$ cat src/rtl/muldiv_unit_pkg.sv
// Shared types and constants for the iterative multiply/divide unit.
package muldiv_unit_pkg;

    localparam int MD_XLEN   = 64;
    localparam int MD_WLEN   = 32;
    localparam int MD_ITER_D = 64;
    localparam int MD_ITER_W = 32;

    // Operation select driven by the execute stage.
    typedef enum logic [1:0] {
        MD_MUL = 2'd0,
        MD_DIV = 2'd1,
        MD_REM = 2'd2
    } md_func_t;

    // Controller states. The literals carry an MDS_ prefix so they do not
    // collide with the md_func_t literals in this package.
    typedef enum logic [1:0] {
        MDS_IDLE = 2'd0,
        MDS_MUL  = 2'd1,
        MDS_DIV  = 2'd2,
        MDS_DONE = 2'd3
    } md_state_t;

endpackage

$ cat src/rtl/muldiv_unit_prep.sv
// Combinational operand preparation: word extension, divide magnitudes and
// result signs, plus detection of divide-by-zero and signed overflow.
module muldiv_prep
    import muldiv_unit_pkg::*;
#(
    parameter int XLEN = MD_XLEN,
    parameter int WLEN = MD_WLEN
) (
    input  logic [1:0]      func,
    input  logic            unsign,
    input  logic            word,
    input  logic [XLEN-1:0] a,
    input  logic [XLEN-1:0] b,
    output logic [XLEN-1:0] dvd_mag,
    output logic [XLEN-1:0] dvs_mag,
    output logic            neg_q,
    output logic            neg_r,
    output logic            special,
    output logic [XLEN-1:0] special_res
);

    logic [XLEN-1:0] ext_a;
    logic [XLEN-1:0] ext_b;
    logic [XLEN-1:0] a_sx;
    logic [XLEN-1:0] min_neg;
    logic            sign_a;
    logic            sign_b;
    logic            div_zero;
    logic            ovf;
    logic            is_div;
    logic            is_rem;

    // Extend operands to the operating width, derive magnitudes and special results.
    always_comb begin
        ext_a = a;
        ext_b = b;
        if (word) begin
            ext_a = unsign ? {{(XLEN-WLEN){1'b0}}, a[WLEN-1:0]}
                           : {{(XLEN-WLEN){a[WLEN-1]}}, a[WLEN-1:0]};
            ext_b = unsign ? {{(XLEN-WLEN){1'b0}}, b[WLEN-1:0]}
                           : {{(XLEN-WLEN){b[WLEN-1]}}, b[WLEN-1:0]};
        end
        sign_a  = !unsign && ext_a[XLEN-1];
        sign_b  = !unsign && ext_b[XLEN-1];
        dvd_mag = sign_a ? -ext_a : ext_a;
        dvs_mag = sign_b ? -ext_b : ext_b;
        neg_q   = sign_a ^ sign_b;
        neg_r   = sign_a;

        // Most-negative value at the operating width, as seen after extension.
        min_neg  = word ? {{(XLEN-WLEN+1){1'b1}}, {(WLEN-1){1'b0}}}
                        : {1'b1, {(XLEN-1){1'b0}}};
        div_zero = word ? (b[WLEN-1:0] == '0) : (b == '0);
        ovf      = !unsign && (ext_a == min_neg) && (ext_b == '1);
        is_div   = (func != MD_MUL);
        is_rem   = (func == MD_REM);
        special  = is_div && (div_zero || ovf);

        // The remainder of a divide-by-zero is the dividend, always sign-extended for word forms.
        a_sx = word ? {{(XLEN-WLEN){a[WLEN-1]}}, a[WLEN-1:0]} : a;
        special_res = '0;
        if (div_zero) begin
            special_res = is_rem ? a_sx : '1;
        end else if (ovf) begin
            special_res = is_rem ? '0 : ext_a;
        end
    end

endmodule

$ cat src/rtl/muldiv_unit.sv
// Iterative multiply/divide unit: shift-add multiply and restoring divide,
// one bit per cycle, with a one-cycle done pulse and a held result.
module muldiv_unit
    import muldiv_unit_pkg::*;
#(
    parameter int XLEN = MD_XLEN,
    parameter int WLEN = MD_WLEN
) (
    input  logic            clk,
    input  logic            reset,
    input  logic            start,
    input  logic [1:0]      func,
    input  logic            unsign,
    input  logic            word,
    input  logic [XLEN-1:0] a,
    input  logic [XLEN-1:0] b,
    input  logic            flush,
    output logic            ready,
    output logic            done,
    output logic [XLEN-1:0] result
);

    md_state_t       state_reg, state_next;
    logic [6:0]      cnt_reg, cnt_next;
    logic [XLEN-1:0] acc_reg, acc_next;     // product accumulator / partial remainder
    logic [XLEN-1:0] opa_reg, opa_next;     // multiplicand / dividend shifting into quotient
    logic [XLEN-1:0] opb_reg, opb_next;     // multiplier / divisor
    logic            neg_q_reg, neg_q_next;
    logic            neg_r_reg, neg_r_next;
    logic            word_reg, word_next;
    logic            rem_reg, rem_next;
    logic [XLEN-1:0] result_reg, result_next;

    logic [XLEN-1:0] dvd_mag, dvs_mag, special_res;
    logic            neg_q, neg_r, special;

    logic [XLEN-1:0] mul_acc;
    logic [XLEN:0]   rem_sh;
    logic [XLEN:0]   diff;
    logic [XLEN-1:0] div_acc, div_opa, q_fix, r_fix, div_raw;

    muldiv_prep #(.XLEN(XLEN), .WLEN(WLEN)) u_prep (
        .func        (func),
        .unsign      (unsign),
        .word        (word),
        .a           (a),
        .b           (b),
        .dvd_mag     (dvd_mag),
        .dvs_mag     (dvs_mag),
        .neg_q       (neg_q),
        .neg_r       (neg_r),
        .special     (special),
        .special_res (special_res)
    );

    assign ready  = (state_reg == MDS_IDLE);
    assign done   = (state_reg == MDS_DONE);
    assign result = result_reg;

    // Next-state, iteration datapath and result formatting.
    always_comb begin
        state_next  = state_reg;
        cnt_next    = cnt_reg;
        acc_next    = acc_reg;
        opa_next    = opa_reg;
        opb_next    = opb_reg;
        neg_q_next  = neg_q_reg;
        neg_r_next  = neg_r_reg;
        word_next   = word_reg;
        rem_next    = rem_reg;
        result_next = result_reg;

        mul_acc = acc_reg + (opb_reg[0] ? opa_reg : '0);
        rem_sh  = {acc_reg, opa_reg[XLEN-1]};
        diff    = rem_sh - {1'b0, opb_reg};
        div_acc = diff[XLEN] ? rem_sh[XLEN-1:0] : diff[XLEN-1:0];
        div_opa = {opa_reg[XLEN-2:0], ~diff[XLEN]};
        q_fix   = neg_q_reg ? -div_opa : div_opa;
        r_fix   = neg_r_reg ? -div_acc : div_acc;
        div_raw = rem_reg ? r_fix : q_fix;

        case (state_reg)
            MDS_IDLE: begin
                if (start) begin
                    cnt_next   = word ? 7'(MD_ITER_W - 1) : 7'(MD_ITER_D - 1);
                    neg_q_next = neg_q;
                    neg_r_next = neg_r;
                    word_next  = word;
                    rem_next   = (func == MD_REM);
                    acc_next   = '0;
                    if (func == MD_MUL) begin
                        opa_next   = a;
                        opb_next   = b;
                        state_next = MDS_MUL;
                    end else if (special) begin
                        result_next = special_res;
                        state_next  = MDS_DONE;
                    end else begin
                        // Word dividends start at the top so the same 64-bit shift path applies.
                        opa_next   = word ? (dvd_mag << WLEN) : dvd_mag;
                        opb_next   = dvs_mag;
                        state_next = MDS_DIV;
                    end
                end
            end
            MDS_MUL: begin
                acc_next = mul_acc;
                opa_next = opa_reg << 1;
                opb_next = opb_reg >> 1;
                cnt_next = cnt_reg - 7'd1;
                if (cnt_reg == 7'd0) begin
                    result_next = word_reg ? {{(XLEN-WLEN){mul_acc[WLEN-1]}}, mul_acc[WLEN-1:0]}
                                           : mul_acc;
                    state_next  = MDS_DONE;
                end
            end
            MDS_DIV: begin
                acc_next = div_acc;
                opa_next = div_opa;
                cnt_next = cnt_reg - 7'd1;
                if (cnt_reg == 7'd0) begin
                    result_next = word_reg ? {{(XLEN-WLEN){div_raw[WLEN-1]}}, div_raw[WLEN-1:0]}
                                           : div_raw;
                    state_next  = MDS_DONE;
                end
            end
            default: begin
                state_next = MDS_IDLE;
            end
        endcase

        // Abort wins over everything, including a start or a completing iteration.
        if (flush) begin
            state_next  = MDS_IDLE;
            result_next = result_reg;
        end
    end

    // State and datapath registers with synchronous active-low reset.
    always_ff @(posedge clk) begin
        if (!reset) begin
            state_reg  <= MDS_IDLE;
            cnt_reg    <= '0;
            acc_reg    <= '0;
            opa_reg    <= '0;
            opb_reg    <= '0;
            neg_q_reg  <= 1'b0;
            neg_r_reg  <= 1'b0;
            word_reg   <= 1'b0;
            rem_reg    <= 1'b0;
            result_reg <= '0;
        end else begin
            state_reg  <= state_next;
            cnt_reg    <= cnt_next;
            acc_reg    <= acc_next;
            opa_reg    <= opa_next;
            opb_reg    <= opb_next;
            neg_q_reg  <= neg_q_next;
            neg_r_reg  <= neg_r_next;
            word_reg   <= word_next;
            rem_reg    <= rem_next;
            result_reg <= result_next;
        end
    end

endmodule
$ cat config.mk
export PLATFORM = sky130hd
export DESIGN_NAME = muldiv_unit
export DESIGN_NICKNAME = d
export VERILOG_FILES = /design/src/rtl/muldiv_unit_pkg.sv /design/src/rtl/muldiv_unit_prep.sv /design/src/rtl/muldiv_unit.sv
export SDC_FILE = /design/constraint.sdc
export NUM_CORES = 2
export LEC_CHECK = 0
export CORE_MARGIN = 3
export CORE_UTILIZATION = 40
export CTS_CLUSTER_DIAMETER = 30
export DETAILED_ROUTE_END_ITERATION = 16
export HOLD_SLACK_MARGIN = 0.02
export SLEW_MARGIN = 20
export SYNTH_ARGS = -nofsm -noshare
export SYNTH_HDL_FRONTEND = slang
export SYNTH_SLANG_ARGS = --single-unit
$ cat constraint.sdc
create_clock -name clk -period 6.6 [get_ports clk]
set_input_delay 1.32 -clock clk [delete_from_list [all_inputs] [get_ports clk]]
set_output_delay 1.32 -clock clk [all_outputs]
set_load 0.03 [all_outputs]
==> results.json <==
{
  "gp_congestion": 1.10,
  "min_period_over_period": 0.916,
  "drt_iter0_drc": 6762,
  "synth_top_area_share": 0.171,
  "fin_crit_ns": 6.05,
  "worst_ep_required_time_ns": 7.15,
  "wire_per_inst_um": 28.2,
  "slowest_stage": "a21oi_1",
  "synth-main-ff-cell": "dfxtp_1",
  "dieWidth_um": 287,
  "finalSetupTns_ns": 0,
  "setup.worst_path.end_class": "flop",
  "cts_tree": "yes",
  "coreArea_mm2": 0.0778,
  "final_common_cell": "a21oi_1",
  "clock_sinks": 269,
  "avgSynthCellArea_um2": 6.66,
  "grt_pass1_vias": 35400,
  "layout_common_cells": "a21oi_1, nand2_1, nor2_1",
  "maxClockFrequency_mhz": 165,
  "postSynthCellCount": 4736,
  "syn-num-nets": 5012,
  "clock_path_buffers": 3,
  "hpwl_mm": 130,
  "switching_share": 0.357,
  "grt_max_degree": 143,
  "worstPathArrival_ns": 6.59,
  "dp_cells": 5764,
  "ys_ff_latch": 269,
  "fp.dieArea_mm2": 0.0823,
  "antenna_found_initial": 7,
  "syn_area_mm2": 0.0315,
  "ir_worst_vdd_uv": 214,
  "finalSetupViolCount": 0,
  "critPathKind": "reg -> reg",
  "cts_root_buf": "clkbuf_16",
  "drive_above_1_share": 0.0796,
  "area_growth_pct": 19.3,
  "vias": 39800,
  "htreeDepth": 3,
  "io_buffers": 201,
  "layout.nets": 5083,
  "num_rows": 102,
  "cpPeakStageDelay_ns": 0.70,
  "p_switching_w": 0.00291,
  "path_max_fanout": 12,
  "pwr-share-seq": 0.230,
  "synth_cell_types": 101,
  "clkPwrFrac": 0.512,
  "clk_pin_slew_ns": 0.04,
  "drc": 0,
  "report.final.slew_viol_count": 0,
  "synth.area.top_cells": "dfxtp_1, a21oi_1, nand2_1",
  "yosys.area.top_type": "dfxtp_1",
  "cp-start-kind": "flop",
  "hold_buffers": 0,
  "antenna_left": 0,
  "internal_power_w": 0.00524,
  "ys_async_sr_fraction": 0,
  "die_h_um": 287,
  "rsz0062_at_grt": "false",
  "tightest_slew_ns": 1.21,
  "p_comb_frac": 0.258,
  "status": "finished, final reports clean",
  "clock_latency_ns": 0.64,
  "drv_cap": 0,
  "yosysSeqAreaShare": 0.171,
  "slew_headroom": 0.185,
  "leakagePower_nw": 14.2,
  "wl_mm": 167,
  "n_antenna_cell": 0,
  "hold_violations": 0,
  "cts_buffers": 81,
  "synth_edf_count": 0,
  "hp-class": "reg -> reg",
  "routed_via_density": 6.73,
  "stdcell_count": 5914,
  "crit_chain": "inv_1, ha_1, and4_1, o2111ai_1, a21oi_1, o21ai_0, nand2_1, a311oi_1, nor4_1, a32oi_1, or3_1, o41ai_1, buf_4, xor2_1, o211ai_1, a211oi_1",
  "placed_cell_area_mm2": 0.0347,
  "drt_first_pass_iters": 8,
  "grt_pass1_wl_mm": 241,
  "power.density_mw_per_mm2": 216,
  "gr-total-overflow": 0,
  "track_usage": 0.387,
  "yosysWarnings": 0,
  "stdcell_area_mm2": 0.0376,
  "clock_skew_ns": 0.0439,
  "initial_core_util": 0.405,
  "io_pins": 202,
  "p_total_w": 0.00814
}
cell families (layout without fill, tap and decap cells):
kind of cell	count (synthesis)	after routing	share of synthesized area
XOR/XNOR	243	243	0.0675
AND/OR/NAND/NOR	1751	1751	0.261
flip-flops	269	269	0.171
buffers and inverters	490	628	0.0599
multiplexers	87	87	0.0291
adder cells (fa/ha/maj)	140	140	0.0560
AO/OA/AOI/OAI	1756	1756	0.355
through the flow:
step | worst slack [ns] | utilization | hold slack [ns]
CTS | 0.588 | 0.483 | 0.451
global route | 0.105 | 0.484 | 0.462
detailed placement | 0.554 | 0.446 | 0.446
floorplan | 0.0919 | - | 0.432
finish | 0.553 | 0.484 | 0.451
global placement | 0.558 | 0.446 | 0.440
routing by layer:
layer	GRT usage	vias up	part of all wire
met3	0.126	524	0.14
met5	0	-	0.00023
met1	0.531	18600	0.41
li1	-	17700	-
met2	0.545	2932	0.40
met4	0.177	6	0.057
power by group through the flow:
stage / Sequential (W) / Clock, W / Combinational (W)
3_5_place_dp: 0.00188 / 0 / 0.00200
6_report: 0.00187 / 0.00417 / 0.00210
2_1_floorplan: 0.00181 / 0 / 0.00125
3_3_place_gp: 0.00188 / 0 / 0.00200
5_1_grt: 0.00188 / 0.00427 / 0.00222
4_1_cts: 0.00186 / 0.00418 / 0.00201
final timing paths:
path,start,to,slack (ns),cells after the start
setup reg to reg,opb_reg[7]$_SDFFE_PN0P_,result[55]$_SDFFE_PN0P_,0.55,16
hold / removal,opb_reg[47]$_SDFFE_PN0P_,opb_reg[47]$_SDFFE_PN0P_,0.45,2
setup / recovery,opb_reg[7]$_SDFFE_PN0P_,result[55]$_SDFFE_PN0P_,0.55,16
hold reg to reg,opb_reg[47]$_SDFFE_PN0P_,opb_reg[47]$_SDFFE_PN0P_,0.45,2
cell usage after synthesis (88+ instances only):
cell,count
a21oi_1,577
and2_1,90
clkbuf_1,294
dfxtp_1,269
ha_1,138
inv_1,139
nand2_1,566
nand3_1,88
nor2_1,491
nor3_1,119
o211ai_1,103
o21ai_0,388
xnor2_1,131
xor2_1,112
repair_timing:
item,4_1_cts,5_1_grt
endpoints found under the setup margin,0,1
setup buffers,0,0
resized for setup,0,3
hold endpoints to repair,0,0
area by class of cell:
| cell class | instances | area (µm²) |
|---|---|---|
| inverter | 139 | 527 |
| multi-input combinational | 3977 | 24400 |
| clock buffer | 105 | 2240 |
| fill | 8073 | 40200 |
| timing repair buffer | 339 | 3080 |
| tap | 1040 | 1300 |
| clock inverter | 45 | 676 |
| sequential | 269 | 5390 |
critical path, delay by kind of cell, from the launching register on:
family                   cells  cell delay (ns)
AO/OA/AOI/OAI                8             2.79
AND/OR/NAND/NOR              4             1.78
adder cells (fa/ha/maj)      1             0.52
flip-flops                   1             0.37
buffers and inverters        2             0.28
XOR/XNOR                     1             0.21
(Power assumes the default switching activity.)
